### config.mk
export PLATFORM = sky130hd
export DESIGN_NAME = mem_xfer_fsm
export DESIGN_NICKNAME = d
export VERILOG_FILES = /design/src/rtl/mem_xfer_fsm_pkg.sv /design/src/rtl/mem_xfer_fsm_reg_sel_decode.sv /design/src/rtl/mem_xfer_fsm.sv
export SDC_FILE = /design/constraint.sdc
export NUM_CORES = 1
export LEC_CHECK = 0
export ABC_AREA = 1
export BUFFER_PORTS_ARGS = -buffer_cell sky130_fd_sc_hd__buf_2
export CORE_MARGIN = 2
export CORE_UTILIZATION = 40
export CTS_CLUSTER_SIZE = 12
export DETAILED_ROUTE_END_ITERATION = 10
export PLACE_DENSITY = 0.63
export REMOVE_ABC_BUFFERS = 1
export SLEW_MARGIN = 40
export SYNTH_ARGS = -nofsm -noshare
export SYNTH_HDL_FRONTEND = slang
export SYNTH_SLANG_ARGS = --single-unit
### constraint.sdc
create_clock -name clk -period 2.1 [get_ports clk]
set_clock_uncertainty 0.1 [all_clocks]
set_input_delay 0 -clock clk [delete_from_list [all_inputs] [get_ports clk]]
set_output_delay 0 -clock clk [all_outputs]
set_load 0.005 [all_outputs]
### src/rtl/mem_xfer_fsm_pkg.sv
// Shared definitions for the memory-transfer controller.
//   state_t          : controller state enumeration
//   OP_LOAD/OP_STORE : values of the op input
//   sel_bit()        : one bit of the register-select decode
package mem_xfer_fsm_pkg;

  typedef enum logic [3:0] {
    S_IDLE,
    S_ADDR,
    S_SDATA,
    S_WAIT_R,
    S_READ,
    S_WB,
    S_WAIT_W,
    S_DONE,
    S_ERR
  } state_t;

  localparam logic OP_LOAD  = 1'b0;
  localparam logic OP_STORE = 1'b1;

  // Bit k of decode(p) for an nreg-wide one-hot.
  // Selects 1..nreg-1 map to bits 0..nreg-2.
  // Zero and every out-of-range select fall onto the top register.
  function automatic logic sel_bit(input logic [31:0] p, input int nreg, input int k);
    if (k == nreg - 1) begin
      return (p == 32'd0) || (p >= $unsigned(nreg));
    end
    return p == $unsigned(k + 1);
  endfunction

endpackage

### src/rtl/mem_xfer_fsm_reg_sel_decode.sv
// Register-select decoder: turns a SEL_W-bit select into an NREG-bit one-hot.
//   sel    : register select field
//   onehot : one-hot register enable vector (exactly one bit set)
module reg_sel_decode
  import mem_xfer_fsm_pkg::*;
#(
  parameter int NREG  = 4,
  parameter int SEL_W = 6
) (
  input  logic [SEL_W-1:0] sel,
  output logic [NREG-1:0]  onehot
);

  logic [31:0] sel_ext;
  assign sel_ext = 32'(sel);

  for (genvar gi = 0; gi < NREG; gi++) begin : g_bit
    assign onehot[gi] = sel_bit(sel_ext, NREG, gi);
  end

endmodule

### src/rtl/mem_xfer_fsm.sv
// Load/store transfer controller between a register file and memory.
// Ports:
//   clk, reset_n         : clock, asynchronous active-low reset
//   start, op            : transfer request and direction (0 load, 1 store)
//   MFC                  : memory function complete
//   p1, p2               : address-register and data-register selects
//   PCinc..memOp         : datapath strobes (memOp 1 = read, 0 = write)
//   RiOut, RjIn          : one-hot register output / input enables
//   finish, error, busy  : completion pulse, timeout pulse, not-idle flag
// All outputs are registered and decoded from the next state, so they are
// Moore outputs of the current state with no combinational path from inputs.
module mem_xfer_fsm
  import mem_xfer_fsm_pkg::*;
#(
  parameter int NREG    = 4,
  parameter int SEL_W   = 6,
  parameter int TIMEOUT = 16
) (
  input  logic             clk,
  input  logic             reset_n,
  input  logic             start,
  input  logic             op,
  input  logic             MFC,
  input  logic [SEL_W-1:0] p1,
  input  logic [SEL_W-1:0] p2,
  output logic             PCinc,
  output logic             MARin,
  output logic             MDRread,
  output logic             MDRin,
  output logic             MDRout,
  output logic             memEn,
  output logic             memOp,
  output logic [NREG-1:0]  RiOut,
  output logic [NREG-1:0]  RjIn,
  output logic             finish,
  output logic             error,
  output logic             busy
);

  localparam int CNT_W = (TIMEOUT > 0) ? $clog2(TIMEOUT + 1) : 1;
  localparam logic [CNT_W-1:0] CNT_LAST = CNT_W'((TIMEOUT > 0) ? TIMEOUT - 1 : 0);

  logic [NREG-1:0] dec1, dec2;

  reg_sel_decode #(.NREG(NREG), .SEL_W(SEL_W)) u_dec_p1 (.sel(p1), .onehot(dec1));
  reg_sel_decode #(.NREG(NREG), .SEL_W(SEL_W)) u_dec_p2 (.sel(p2), .onehot(dec2));

  state_t          state_q, state_d;
  logic            op_q, op_d;
  logic [NREG-1:0] sel1_q, sel1_d, sel2_q, sel2_d;
  logic [CNT_W-1:0] cnt_q, cnt_d;

  logic pcinc_q, pcinc_d, marin_q, marin_d, mdrread_q, mdrread_d;
  logic mdrin_q, mdrin_d, mdrout_q, mdrout_d, memen_q, memen_d;
  logic memop_q, memop_d, finish_q, finish_d, error_q, error_d, busy_q, busy_d;
  logic [NREG-1:0] riout_q, riout_d, rjin_q, rjin_d;

  // Next-state logic
  always_comb begin
    state_d = state_q;
    op_d    = op_q;
    sel1_d  = sel1_q;
    sel2_d  = sel2_q;
    cnt_d   = cnt_q;
    unique case (state_q)
      S_IDLE: begin
        if (start) begin
          op_d    = op;
          sel1_d  = dec1;
          sel2_d  = dec2;
          state_d = S_ADDR;
        end
      end
      S_ADDR: begin
        cnt_d   = '0;
        state_d = (op_q == OP_STORE) ? S_SDATA : S_WAIT_R;
      end
      S_SDATA: begin
        cnt_d   = '0;
        state_d = S_WAIT_W;
      end
      S_WAIT_R, S_WAIT_W: begin
        // MFC takes priority over the timeout on the last permitted cycle.
        if (MFC) begin
          state_d = (state_q == S_WAIT_R) ? S_READ : S_DONE;
        end else if ((TIMEOUT > 0) && (cnt_q == CNT_LAST)) begin
          state_d = S_ERR;
        end else begin
          cnt_d = cnt_q + CNT_W'(1);
        end
      end
      S_READ:  state_d = S_WB;
      S_WB:    state_d = S_DONE;
      S_DONE:  state_d = S_IDLE;
      S_ERR:   state_d = S_IDLE;
      default: state_d = S_IDLE;
    endcase
  end

  // Output decode of the next state; sel*_d is used because the selects
  // are captured on the same edge that enters ADDR.
  always_comb begin
    pcinc_d   = 1'b0;
    marin_d   = 1'b0;
    mdrread_d = 1'b0;
    mdrin_d   = 1'b0;
    mdrout_d  = 1'b0;
    memen_d   = 1'b0;
    memop_d   = 1'b0;
    riout_d   = '0;
    rjin_d    = '0;
    finish_d  = 1'b0;
    error_d   = 1'b0;
    busy_d    = (state_d != S_IDLE);
    unique case (state_d)
      S_ADDR: begin
        pcinc_d = 1'b1;
        marin_d = 1'b1;
        riout_d = sel1_d;
      end
      S_SDATA: begin
        riout_d = sel2_d;
        mdrin_d = 1'b1;
      end
      S_WAIT_R: begin
        memen_d = 1'b1;
        memop_d = 1'b1;
      end
      S_READ: begin
        memen_d   = 1'b1;
        memop_d   = 1'b1;
        mdrread_d = 1'b1;
      end
      S_WB: begin
        mdrout_d = 1'b1;
        rjin_d   = sel2_d;
      end
      S_WAIT_W: memen_d  = 1'b1;
      S_DONE:   finish_d = 1'b1;
      S_ERR:    error_d  = 1'b1;
      default: ;
    endcase
  end

  always_ff @(posedge clk or negedge reset_n) begin
    if (!reset_n) begin
      state_q   <= S_IDLE;
      op_q      <= 1'b0;
      sel1_q    <= '0;
      sel2_q    <= '0;
      cnt_q     <= '0;
      pcinc_q   <= 1'b0;
      marin_q   <= 1'b0;
      mdrread_q <= 1'b0;
      mdrin_q   <= 1'b0;
      mdrout_q  <= 1'b0;
      memen_q   <= 1'b0;
      memop_q   <= 1'b0;
      riout_q   <= '0;
      rjin_q    <= '0;
      finish_q  <= 1'b0;
      error_q   <= 1'b0;
      busy_q    <= 1'b0;
    end else begin
      state_q   <= state_d;
      op_q      <= op_d;
      sel1_q    <= sel1_d;
      sel2_q    <= sel2_d;
      cnt_q     <= cnt_d;
      pcinc_q   <= pcinc_d;
      marin_q   <= marin_d;
      mdrread_q <= mdrread_d;
      mdrin_q   <= mdrin_d;
      mdrout_q  <= mdrout_d;
      memen_q   <= memen_d;
      memop_q   <= memop_d;
      riout_q   <= riout_d;
      rjin_q    <= rjin_d;
      finish_q  <= finish_d;
      error_q   <= error_d;
      busy_q    <= busy_d;
    end
  end

  assign PCinc   = pcinc_q;
  assign MARin   = marin_q;
  assign MDRread = mdrread_q;
  assign MDRin   = mdrin_q;
  assign MDRout  = mdrout_q;
  assign memEn   = memen_q;
  assign memOp   = memop_q;
  assign RiOut   = riout_q;
  assign RjIn    = rjin_q;
  assign finish  = finish_q;
  assign error   = error_q;
  assign busy    = busy_q;

endmodule

Yosys cells after proc, flatten, opt, wreduce, memory -nomap -nowiden
Cells that the tools add are included.

cells by class
  $add $sub $neg = 1
  order comparisons = 2
  eq/ne operators = 23
  multiplexer cells = 23
  reduce and logical (&&, ||, !) cells = 13

operator list
  kind                                                  count
  logical NOT 32 bit                                    2
  2-to-1 mux 4 bit                                      8
  equality test 4 x 3 -> 1 bit (second input constant)  7
  equality test 6 x 2 -> 1 bit (second input constant)  4
  case mux 4 bit (6 select lines)                       1
  equality test 4 x 2 -> 1 bit (second input constant)  4
  equality test 6 x 1 -> 1 bit (second input constant)  2
  >= comparator 6 x 3 -> 1 bit (second input constant)  2
  2-to-1 mux 5 bit                                      2
  case mux 5 bit (2 select lines)                       1
  2-to-1 mux 1 bit                                      9
  equality test 4 x 1 -> 1 bit (second input constant)  2
  case mux 4 bit (2 select lines)                       1
  OR reduction 2 bit                                    3
  adder 5 x 1 -> 5 bit (second input constant)          1
  equality test 5 x 4 -> 1 bit (second input constant)  1
  equality test 4 bit (second input constant)           1
  logical NOT 4 bit                                     1
  inequality test 2 bit (second input constant)         2
  nonzero test 4 bit                                    1
  AND reduction 3 bit                                   1
  OR reduction 3 bit                                    1
  logical OR 1 bit                                      2
  2-to-1 mux 2 bit                                      1
  2 further kinds                                       2

word-level totals
  register bits = 35
  input bits = 17
  output and inout bits = 18
  logic and storage cells = 78

Longest topological paths before layout
Gate-level depths: netlist of the first run.

  depth in word-level cells = 7
  gate-level depth with buffers = 11
  gate-level depth less buffers = 11

Cells and area by module
Synthesis of the first run repeated with hierarchy kept, for this count alone.

unflattened totals
  cell total of the unflattened synthesis = 181
  area, all modules = 1491.4 um^2

by module, submodules not included
  module          times used  cells each  area an instance (um^2)  seq. area each (um^2)
  mem_xfer_fsm    1           155         1391.3                   775.7
  reg_sel_decode  2           13          50.0                     0.0

Least setup slack after synthesis of the first run
OpenSTA, ideal clock, no wires.

  kind = register to register
  start = reg cnt_q[0]
  end = reg memop_q, in the netlist memOp
  setup time = 0.066 ns
  arrival = 1.541 ns
  data required time = 1.934 ns
  path slack = 0.393 ns
  stages on the path, launching flop included = 10
  path buffers = 0
  clock period less this slack = 1.707 ns
  cell sequence = dfrtp_1 ha_1 nand2_1 nor2_1 ha_1 o21ai_0 nor2_2 nor2_4 nand3_1 nand2_1

between the ends
  word-level cells in the longest chain between the ends = 7
  elaborated cells on any way between the ends = 8
  those cells by class = eq/ne: 3; mux: 4; reduce/logical: 1

RTL lines
  what                                                                          RTL line             RTL
  start, declared                                                               mem_xfer_fsm.sv:51   logic [CNT_W-1:0] cnt_q, cnt_d;
  start signal, assigned                                                        mem_xfer_fsm.sv:169  cnt_q <= cnt_d;
  equality test 5 x 4 -> 1 bit *                                                mem_xfer_fsm.sv:86   end else if ((TIMEOUT > 0) && (cnt_q == CNT_LAST)) begin
  2-to-1 mux 4 bit *                                                            mem_xfer_fsm.sv:86
  2-to-1 mux 4 bit *                                                            mem_xfer_fsm.sv:84   if (MFC) begin
  case mux 4 bit (6 select lines) *                                             mem_xfer_fsm.sv:65   unique case (state_q)
  net state_d[3]                                                                mem_xfer_fsm.sv:48   state_t state_q, state_d;
  equality test 4 x 3 -> 1 bit or equality test 4 x 2 -> 1 bit (tied branches)  mem_xfer_fsm.sv:115  unique case (state_d)
  OR reduction 2 bit (no line) *                                                --
  2-to-1 mux 1 bit *                                                            mem_xfer_fsm.sv:115
  net memop_d                                                                   mem_xfer_fsm.sv:55   logic memop_q, memop_d, finish_q, finish_d, error_q, error_d, busy_q, busy_d;
  end signal, assigned                                                          mem_xfer_fsm.sv:176  memop_q <= memop_d;
  end, declared                                                                 mem_xfer_fsm.sv:55

The timed path passes the listed nets; every way through them passes the cells marked *.
A chain may end at the register's enable or synchronous reset.

Final worst setup path of the first run
  start = reg cnt_q[0]
  end = reg busy_q, in the netlist busy

between the ends
  word-level cells in the longest chain between the ends = 5

RTL lines
  what                             RTL line             RTL
  equality test 5 x 4 -> 1 bit     mem_xfer_fsm.sv:86
  2-to-1 mux 4 bit                 mem_xfer_fsm.sv:86
  2-to-1 mux 4 bit                 mem_xfer_fsm.sv:84
  case mux 4 bit (6 select lines)  mem_xfer_fsm.sv:65
  net state_d[3]                   mem_xfer_fsm.sv:48
  nonzero test 4 bit               mem_xfer_fsm.sv:114  busy_d = (state_d != S_IDLE);
  net busy_d                       mem_xfer_fsm.sv:55
  end signal, assigned             mem_xfer_fsm.sv:181  busy_q <= busy_d;
  end, declared                    mem_xfer_fsm.sv:55

The timed path passes the listed nets, and every way through them passes these cells.

==> reports/results.tsv, run 1 <==
stage	metric	value	unit
status	status	complete, no violations	
floorplanning	# rows	22	
clocking	H-tree Lvls	2	
timing	# setup viols final	0	
placement	IO buf count	34	
floorplanning	Ports	35	
clocking	CTS sink cnt	31	
final_layout	# fillers	350	
global_route	largest net degree at the start of global routing	32	
synthesis	post-synthesis cell type count	23	
worst_setup_path	max incr delay on CP	0.40	ns
floorplanning	area of the core	3630	um^2
placement	placed cell area	1720	um^2
timing	final critical-path share of the clock period	0.913	
power	Max IR drop VDD	0.000485	V
global_route	initial antenna violation count	0	
detailed_routing	Residual DRC	0	
power	Clk network pwr share	0.234	
floorplanning	Die W	65.4	um
final_layout	Layout area overhead	29.1	%
global_route	Global Route met2 Usage	0.265	
worst_setup_path	Top cell by count, worst path	ha_1	
final_layout	Multi-input gate area	582	um^2
worst_setup_path	kind of critical path	flip-flop to flip-flop	
worst_setup_path	CP Launch Type	flip-flop	
synthesis	post-synthesis register bit count	31	
power	switching power	0.976	mW
clocking	Num CTS Buffers	5	
final_layout	fraction of layout cells with a size suffix above 1	0.270	
timing	RSZ-0062 raised after global routing	false	
flow_run	max_cap viols	0	
detailed_routing	Avg WL per Cell	10.3	um
timing	Slew Limit Fails	0	
final_layout	register area	776	um^2
final_layout	Core Util, Final	0.536	
power	Overall Power	2.53	mW
worst_setup_path	critical path capture point type	flip-flop	
power	Comb pwr share	0.415	
global_route	GRT busiest layer	met2	
power	power per cell area	1300	nW/um^2
worst_hold_path	worst min-delay path category	primary input to flip-flop	
global_route	first-pass GRT wire length	5120	um
global_route	vias in the first global route	1216	
timing	final hold violation count	0	
worst_setup_path	CP bufs+invs	0	
synthesis	Yosys warnings	0	
timing	fin crit period	1.92	ns
detailed_routing	via density per instance	4.51	
global_route	GRT Overall Usage	0.157	
clocking	Longest Clk Path Bufs	2	
detailed_routing	Via Count	1268	
synthesis	Post-Syn Instances	182	
final_layout	# nets final	251	
detailed_routing	final WL	2890	um
power	Leak	1.10	nW
clocking	clock-pin slew on the worst setup and hold paths	0.07	ns
global_route	M1 GR Usage	0.196	
timing	fmax	521	MHz
floorplanning	total die area	4280	um^2
worst_setup_path	CP Cell Sequence	ha_1, nand2_1, nor2_1, ha_1, o21ai_0, nor2_2, nor2_4, nand4_1	
worst_setup_path	crit-path max FO	7	
worst_setup_path	Worst Path Arrival	1.95	ns
detailed_routing	drt first pass iters	4	
power	internal power	1.56	mW
detailed_routing	Routed Antenna Nets	0	
timing	Sum Neg Setup Slack	0	ns
global_route	aggregate global routing overflow	0	
placement	GPL Wtd Cong	0.815	
floorplanning	Initial Utilization	0.415	
detailed_routing	1st-iter DRT viols	55	
clocking	# resized after CTS	0	
worst_setup_path	Worst EP required	2.13	ns
placement	dpl hpwl	2140	um
timing	Tightest Pin Transition	0.662	ns
timing	worst rel slew slack	0.559	
clocking	worst skew pair latency	0.28	ns
clocking	CTS tree	done	
worst_setup_path	Top delay family on crit path	simple AND/OR/NAND/NOR gates	
worst_setup_path	CP max-delay cell	dfrtp_1	
synthesis	Syn Std Cell Area	1510	um^2
global_route	met3 Use GR	0.0411	
final_layout	fin area	1950	um^2
synthesis	register area share after synthesis	0.515	
clocking	Root Buffer Master	clkbuf_8	
synthesis	Mapped Avg Cell Area	8.28	um^2
floorplanning	height of the chip	65.4	um
final_layout	ANT cells	0	
power	Net Sw Frac	0.385	
power	Reg power frac	0.351	
-- synth_stat cells (all sizes together) --
master	count	share of area
ha	2	0.017
buf	2	0.012
nand3	10	0.040
nand4	5	0.021
o22ai	1	0.0042
nand2	49	0.13
a21oi	3	0.017
o21ai	9	0.030
and3	2	0.0083
nor3	4	0.013
inv	35	0.087
nor3b	1	0.0050
nand3b	1	0.013
nor2	27	0.087
dfrtp	31	0.51
-- registers in the layout, summed over array words and instances (netlist names) --
name / count
op_q: 1
RjIn: 4
cnt_q: 5
MDRout: 1
MDRread: 1
RiOut: 4
error: 1
sel2_q: 4
busy: 1
MDRin: 1
memOp: 1
state_q: 4
MARin: 1
finish: 1
memEn: 1
-- placed cells by master (no fill, tap or decap) --
cell,synthesis,layout
a21oi_1,2,2
a21oi_4,1,1
and3_1,2,2
buf_2,0,34
bufinv_16,0,1
clkbuf_8,0,6
clkinv_2,0,1
dfrtp_1,31,31
dlygate4sd3_1,0,11
ha_1,2,2
inv_1,29,29
inv_2,6,6
nand2_1,44,44
nand2_2,5,5
nand3_1,8,8
nand3_2,2,2
nand3b_4,1,1
nand4_1,5,5
nor2_1,21,21
nor2_2,3,3
nor2_4,3,3
nor3_1,4,4
nor3b_1,1,1
o21ai_0,8,8
o21ai_1,1,1
o22ai_1,1,1
-- layer usage --
| layer | share of wire | wire [um] |
|---|---|---|
| met5 | 0 | 0 |
| met4 | 0 | 0 |
| met3 | 0.047 | 137 |
| met2 | 0.49 | 1410 |
| met1 | 0.46 | 1340 |
-- worst paths after layout --
kind / slack, ns / startpoint / endpoint / cells after the start
max in group asynchronous: 1.27 / reset_n / busy$_DFF_PN0_ / 2
worst min-delay path: 0.02 / p2[1] / sel2_q[0]$_DFF_PN0_ / 6
worst max register to register: 0.18 / cnt_q[0]$_DFFE_PN0P_ / busy$_DFF_PN0_ / 8
worst max-delay path: 0.18 / cnt_q[0]$_DFFE_PN0P_ / busy$_DFF_PN0_ / 8
worst min register to register: 0.41 / cnt_q[1]$_DFFE_PN0P_ / cnt_q[1]$_DFFE_PN0P_ / 2
min in group asynchronous: 0.19 / reset_n / MARin$_DFF_PN0_ / 2
-- kinds of logic after synthesis --
group	after synthesis	synth area share
AOI/OAI and AO/OA	13	0.0515
adders and majority gates	2	0.0166
buffers and inverters	37	0.0996
DFF	31	0.515
and+or+nand+nor	99	0.318
-- power groups by stage --
stage          Sequential, mW  Clock [mW]  Combinational, mW
5_1_grt                 0.906       0.641               1.20
3_5_place_dp            0.896           0               1.04
2_1_floorplan           0.901           0              0.731
4_1_cts                 0.889       0.606               1.06
3_3_place_gp            0.895           0               1.03
6_report                0.888       0.592               1.05
-- stage by stage --
| stage | setup slack [ns] | cells | hold WS [ns] |
|---|---|---|---|
| 2_1_floorplan | 0.393 | 180 | -0.396 |
| 3_3_place_gp | 0.296 | 262 | -0.0278 |
| 3_5_place_dp | 0.219 | 262 | -0.0192 |
| 4_1_cts | 0.203 | 281 | 0.000597 |
| 5_1_grt | 0.0473 | 281 | 0.0393 |
| 6_report | 0.182 | 281 | 0.0192 |
-- final cells by class --
class | count | share of cell area
sequential | 31 | 0.398
multi-input combinational | 114 | 0.299
timing repair buffer | 45 | 0.144
inverter | 35 | 0.0675
clock buffer | 6 | 0.0424
tap | 48 | 0.0308
clock inverter | 2 | 0.0180
-- worst register-to-register path, cell delays in order (launching register included) --
cell and delay (ns):
dfrtp_1 0.40, ha_1 0.22, nand2_1 0.08, nor2_1 0.04, ha_1 0.21, o21ai_0 0.29
nor2_2 0.11, nor2_4 0.19, nand4_1 0.12
-- timing repair --
item | in CTS | in global routing
hold endpoints to repair | 42 | 0
setup buffers | 0 | 0
endpoints found under the setup margin | 0 | 0
hold buffers | 11 | 0
Power figures use the tool's default switching activity.
==> run 2: changes to the inputs <==
--- a/config.mk
+++ b/config.mk
@@ -11,6 +11,7 @@
 export CORE_UTILIZATION = 40
 export CTS_CLUSTER_SIZE = 12
 export DETAILED_ROUTE_END_ITERATION = 10
+export HOLD_SLACK_MARGIN = 0.03
 export PLACE_DENSITY = 0.63
 export REMOVE_ABC_BUFFERS = 1
 export SLEW_MARGIN = 40
==> reports/results.tsv, run 2 (same netlist as run 1, synthesis figures left out) <==
stage	metric	value	unit	change
status	status	complete, no violations		unchanged
worst_setup_path	max incr delay on CP	0.41	ns	was 0.40 ns
final_layout	most frequent cells in the layout	44 x nand2_1, 34 x buf_2, 31 x dfrtp_1		unchanged
detailed_routing	drt first pass iters	4		unchanged
timing	# setup viols final	0		unchanged
power	Leak	1.11	nW	was 1.10 nW
power	power per cell area	1290	nW/um^2	was 1300 nW/um^2
clocking	Post-CTS Repair Setup Buffers	0		unchanged
clocking	CTS sink cnt	31		unchanged
detailed_routing	Avg WL per Cell	10.4	um	was 10.3 um
placement	IO buf count	34		unchanged
worst_setup_path	reg2reg start	cnt_q[0]$_DFFE_PN0P_		unchanged
worst_setup_path	kind of critical path	flip-flop to flip-flop		unchanged
timing	Fin Hold WS	0.0703	ns	was 0.0192 ns
placement	pre-CTS setup slack	0.219	ns	unchanged
timing	Slew Limit Fails	0		unchanged
worst_setup_path	Worst Path Arrival	1.96	ns	was 1.95 ns
worst_setup_path	CP Launch Type	flip-flop		unchanged
timing	fmax	520	MHz	was 521 MHz
power	Max IR drop VDD	0.000484	V	was 0.000485 V
final_layout	# fillers	349		was 350
worst_setup_path	crit-path max FO	7		unchanged
timing	final hold violation count	0		unchanged
worst_setup_path	Top cell by count, worst path	ha_1		unchanged
final_layout	fraction of layout cells with a size suffix above 1	0.269		was 0.270
global_route	GRT Overall Usage	0.157		about the same
worst_hold_path	min-delay src	p2[2]		was p2[1]
clocking	Longest Clk Path Bufs	2		unchanged
worst_setup_path	Worst EP required	2.13	ns	about the same
timing	Sum Neg Setup Slack	0	ns	unchanged
floorplanning	total die area	4280	um^2	unchanged
global_route	largest net degree at the start of global routing	32		unchanged
placement	dpl hpwl	2140	um	unchanged
clocking	# resized after CTS	0		unchanged
clocking	Num CTS Buffers	5		unchanged
final_layout	Top reg by flops	cnt_q		unchanged
timing	worst rel slew slack	0.557		was 0.559
detailed_routing	via density per instance	4.51		about the same
floorplanning	# rows	22		unchanged
floorplanning	height of the chip	65.4	um	unchanged
placement	placed cell area	1720	um^2	unchanged
timing	fin crit period	1.92	ns	about the same
timing	RSZ-0062 raised after global routing	false		unchanged
global_route	vias in the first global route	1222		was 1216
timing	Tightest Pin Transition	0.664	ns	was 0.662 ns
worst_hold_path	worst min-delay path category	primary input to flip-flop		unchanged
final_layout	Layout area overhead	29.8	%	was 29.1%
global_route	initial antenna violation count	0		unchanged
final_layout	fin area	1960	um^2	was 1950 um^2
floorplanning	area of the core	3630	um^2	unchanged
detailed_routing	final WL	2920	um	was 2890 um
global_route	aggregate global routing overflow	0		unchanged
timing	worst setup margin	0.178	ns	was 0.182 ns
detailed_routing	Via Count	1271		was 1268
clocking	H-tree Lvls	2		unchanged
floorplanning	Die W	65.4	um	unchanged
worst_setup_path	CP max-delay cell	dfrtp_1		unchanged
final_layout	commonest non-fill, non-tap cell in the layout	nand2_1		unchanged
final_layout	Largest register FFs	5		unchanged
detailed_routing	1st-iter DRT viols	36		was 55
clocking	Root Buffer Master	clkbuf_8		unchanged
floorplanning	Ports	35		unchanged
final_layout	Core Util, Final	0.539		was 0.536
final_layout	ANT cells	0		unchanged
clocking	CTS tree	done		unchanged
detailed_routing	Residual DRC	0		unchanged
floorplanning	Initial Utilization	0.415		unchanged
worst_setup_path	critical path capture point type	flip-flop		unchanged
placement	GPL Wtd Cong	0.815		unchanged
flow_run	max_cap viols	0		unchanged
clocking	worst skew pair latency	0.28	ns	about the same
timing	final critical-path share of the clock period	0.915		was 0.913
clocking	clock-pin slew on the worst setup and hold paths	0.07	ns	about the same
worst_setup_path	CP Cell Sequence	ha_1, nand2_1, nor2_1, ha_1, o21ai_0, nor2_2, nor2_4, nand4_1		unchanged
worst_setup_path	Worst Setup SP	cnt_q[0]$_DFFE_PN0P_		unchanged
final_layout	# nets final	252		was 251
global_route	first-pass GRT wire length	5130	um	was 5120 um
detailed_routing	Routed Antenna Nets	0		unchanged
run 2: changes by cell type in the layout (fill, tap and decap cells not counted):
cell | before | now
dlygate4sd3_1 | 11 | 12
run 2: worst paths after layout:
kind	end	depth (start not counted)	slack (ns)
min in group asynchronous	MARin$_DFF_PN0_	2	0.19
setup reg to reg	busy$_DFF_PN0_	8	0.18
setup / recovery	busy$_DFF_PN0_	8	0.18
hold / removal	sel2_q[2]$_DFF_PN0_	8	0.07
hold reg to reg	cnt_q[1]$_DFFE_PN0P_	2	0.41
max in group asynchronous	busy$_DFF_PN0_	2	1.27
run 2: critical path, delay by kind of cell (launching register included):
| family | cells | cell delay (ns) |
|---|---|---|
| and+or+nand+nor | 5 | 0.53 |
| adders and majority gates | 2 | 0.44 |
| DFF | 1 | 0.41 |
| AOI/OAI and AO/OA | 1 | 0.29 |
run 2: final cells by class:
class	count	area [um^2]	share of cell area
clock buffers	6	82.6	0.0422
clock inverters	2	35.0	0.0179
inverters	35	131	0.0671
multi-input cells	114	582	0.297
flip-flops and latches	31	776	0.396
well taps	48	60.1	0.0307
repair buffers	46	290	0.148
run 2: per-layer routing:
| metal | wire (um) | up-vias | global-route usage |
|---|---|---|---|
| met3 | 122 | 2 | 0.0411 |
| li1 | - | 663 | - |
| met4 | 4 | 0 | 0.0469 |
| met1 | 1360 | 572 | 0.195 |
| met5 | 0 | - | 0 |
| met2 | 1430 | 34 | 0.269 |
run 2: timing repair:
action,4_1_cts,5_1_grt
endpoints found under the hold margin,43,1
endpoints found under the setup margin,0,1
hold buffers,12,1
run 2: per-stage QoR:
step | total power, mW | instances
floorplan | 1.63 | 180
global placement | 1.93 | 262
detailed placement | 1.94 | 262
CTS | 2.55 | 282
global route | 2.75 | 282
finish | 2.53 | 282
run 2: power breakdown:
group / total, mW / internal [mW] / switching (mW)
Sequential: 0.889 / 0.795 / 0.0942
Combinational: 1.05 / 0.381 / 0.672
Clock: 0.591 / 0.383 / 0.208
Total: 2.53 / 1.56 / 0.975
==> run 3: changes to the inputs <==
==> constraint.sdc (replaced) <==
create_clock -name clk -period 2.05 [get_ports clk]
set_clock_uncertainty 0.1 [all_clocks]
set_input_delay 0 -clock clk [delete_from_list [all_inputs] [get_ports clk]]
set_output_delay 0 -clock clk [all_outputs]
set_load 0.005 [all_outputs]
==> reports/results.tsv, run 3 (same netlist as run 1, synthesis figures left out) <==
stage	metric	value	unit	change
clocking	CTS sink cnt	31		unchanged
timing	fmax	525	MHz	was 520 MHz
clocking	clock-pin slew on the worst setup and hold paths	0.07	ns	about the same
worst_setup_path	Worst EP required	2.17	ns	was 2.13 ns
worst_setup_path	crit-path max FO	9		was 7
flow_run	max_cap viols	0		unchanged
timing	final hold violation count	0		unchanged
detailed_routing	drt first pass iters	4		unchanged
timing	worst rel slew slack	0.538		was 0.557
placement	placed cells	262		unchanged
detailed_routing	Via Count	1265		was 1271
timing	# setup viols final	0		unchanged
timing	fin crit period	1.90	ns	was 1.92 ns
global_route	initial antenna violation count	0		unchanged
timing	final critical-path share of the clock period	0.929		was 0.915
floorplanning	# rows	22		unchanged
placement	IO buf count	34		unchanged
final_layout	most frequent cells in the layout	44 x nand2_1, 34 x buf_2, 31 x dfrtp_1		unchanged
status	status	complete, no violations		unchanged
worst_setup_path	R2R setup slack	0.15	ns	was 0.18 ns
clocking	Root Buffer Master	clkbuf_8		unchanged
global_route	vias in the first global route	1254		was 1222
global_route	largest net degree at the start of global routing	32		unchanged
worst_setup_path	CP max-delay cell	dlygate4sd3_1		was dfrtp_1
worst_setup_path	critical path capture point type	flip-flop		unchanged
timing	Tightest Pin Transition	0.692	ns	was 0.664 ns
floorplanning	area of the core	3630	um^2	unchanged
clocking	CTS tree	done		unchanged
global_route	GRT Overall Usage	0.163		was 0.157
final_layout	Top reg by flops	cnt_q		unchanged
worst_setup_path	Top delay family on crit path	simple AND/OR/NAND/NOR gates		unchanged
global_route	aggregate global routing overflow	0		unchanged
worst_hold_path	worst min-delay path category	primary input to flip-flop		unchanged
timing	Slew Limit Fails	0		unchanged
worst_setup_path	max incr delay on CP	0.57	ns	was 0.41 ns
detailed_routing	final WL	3050	um	was 2920 um
worst_setup_path	CP Launch Type	flip-flop		unchanged
worst_setup_path	FF-to-FF End	RiOut[0]$_DFF_PN0_		was busy$_DFF_PN0_
floorplanning	Initial Utilization	0.415		unchanged
detailed_routing	Routed Antenna Nets	0		unchanged
power	Net Sw Frac	0.389		was 0.385
worst_hold_path	hold path depth	8		unchanged
final_layout	# nets final	253		was 252
worst_setup_path	reg2reg start	state_q[2]$_DFF_PN0_		was cnt_q[0]$_DFFE_PN0P_
detailed_routing	Avg WL per Cell	10.8	um	was 10.4 um
final_layout	ANT cells	0		unchanged
clocking	Longest Clk Path Bufs	2		unchanged
timing	RSZ-0062 raised after global routing	false		unchanged
global_route	first-pass GRT wire length	5300	um	was 5130 um
final_layout	Largest register FFs	5		unchanged
power	switching power	1.02	mW	was 0.975 mW
floorplanning	Ports	35		unchanged
clocking	Num CTS Buffers	5		unchanged
worst_setup_path	Worst Setup SP	state_q[2]$_DFF_PN0_		was cnt_q[0]$_DFFE_PN0P_
floorplanning	Die W	65.4	um	unchanged
worst_hold_path	min-delay src	p2[2]		unchanged
worst_hold_path	Worst Hold End	sel2_q[2]$_DFF_PN0_		unchanged
placement	dpl hpwl	2130	um	was 2140 um
detailed_routing	via density per instance	4.47		was 4.51
power	power per cell area	1330	nW/um^2	was 1290 nW/um^2
worst_setup_path	Reg2Reg Depth	6		was 8
timing	Fin Hold WS	0.0747	ns	was 0.0703 ns
power	Reg power frac	0.347		was 0.351
power	Overall Power	2.61	mW	was 2.53 mW
timing	Sum Neg Setup Slack	0	ns	unchanged
floorplanning	height of the chip	65.4	um	unchanged
worst_setup_path	CP bufs+invs	2		was 0
power	Max IR drop VDD	0.000521	V	was 0.000484 V
final_layout	Non-Filler Instances	283		was 282
worst_setup_path	CP Cell Sequence	nor2_4, nand3_2, nor3_1, dlygate4sd3_1, inv_1, nand2_1		was ha_1, nand2_1, nor2_1, ha_1, o21ai_0, nor2_2, nor2_4, nand4_1
worst_setup_path	Worst Path Arrival	2.03	ns	was 1.96 ns
final_layout	commonest non-fill, non-tap cell in the layout	nand2_1		unchanged
floorplanning	total die area	4280	um^2	unchanged
power	Comb pwr share	0.419		was 0.416
placement	GPL Wtd Cong	0.815		about the same
power	Leak	1.11	nW	about the same
clocking	Post-CTS Repair Setup Buffers	0		unchanged
power	Clk network pwr share	0.234		was 0.233
final_layout	fraction of layout cells with a size suffix above 1	0.268		was 0.269
detailed_routing	Residual DRC	0		unchanged
final_layout	Layout area overhead	30.5	%	was 29.8%
clocking	H-tree Lvls	2		unchanged
final_layout	# fillers	360		was 349
power	internal power	1.60	mW	was 1.56 mW
detailed_routing	1st-iter DRT viols	66		was 36
worst_setup_path	kind of critical path	flip-flop to flip-flop		unchanged
clocking	worst skew pair latency	0.28	ns	about the same
==> run 3: worst max path at each step <==
stage	cells past startpoint	endpoint
finish	6	RiOut[0]$_DFF_PN0_
floorplan	9	memOp$_DFF_PN0_
global placement	10	cnt_q[0]$_DFFE_PN0P_
global route	6	RiOut[0]$_DFF_PN0_
detailed placement	8	busy$_DFF_PN0_
CTS	6	RiOut[0]$_DFF_PN0_
==> run 3: stage by stage <==
step | utilization | worst slack [ns] | cell area (um^2)
finish | 0.541 | 0.146 | 1970
global route | 0.541 | 0.00586 | 1970
CTS | 0.541 | 0.158 | 1970
detailed placement | 0.473 | 0.185 | 1720
global placement | 0.473 | 0.247 | 1720
floorplan | - | 0.343 | 1490
==> run 3: power by group through the flow <==
| stage | Clock (mW) | Combinational (mW) | Sequential, mW |
|---|---|---|---|
| 4_1_cts | 0.625 | 1.10 | 0.908 |
| 5_1_grt | 0.666 | 1.23 | 0.927 |
| 2_1_floorplan | 0 | 0.749 | 0.923 |
| 3_3_place_gp | 0 | 1.06 | 0.917 |
| 3_5_place_dp | 0 | 1.07 | 0.915 |
| 6_report | 0.611 | 1.10 | 0.907 |
==> run 3: what timing repair did <==
| action | CTS | global route |
|---|---|---|
| endpoints found under the hold margin | 43 | 0 |
| hold buffers | 13 | 0 |
| gates resized for setup | 0 | 0 |
| endpoints found under the setup margin | 0 | 0 |
==> run 3: worst min-delay path: stages <==
cell	delay [ns]
buf_2	0.09
inv_1	0.03
nand2_1	0.06
nor2_1	0.04
nand2_1	0.04
nand2_1	0.04
nand2_1	0.06
inv_2	0.05
==> run 3: metal layers <==
layer,track usage,part of all wire,up-vias
met5,0,0,-
met4,0.0469,0.0075,0
met3,0.0462,0.043,3
met2,0.282,0.49,32
met1,0.198,0.46,568
li1,-,-,662
==> run 3: area by class of cell <==
class	instances	area, um^2	area share
timing repair buffer	47	300	0.153
clock inverter	2	35.0	0.0178
tap	48	60.1	0.0305
inverter	35	131	0.0668
sequential	31	776	0.394
multi-input combinational	114	582	0.296
clock buffer	6	82.6	0.0420
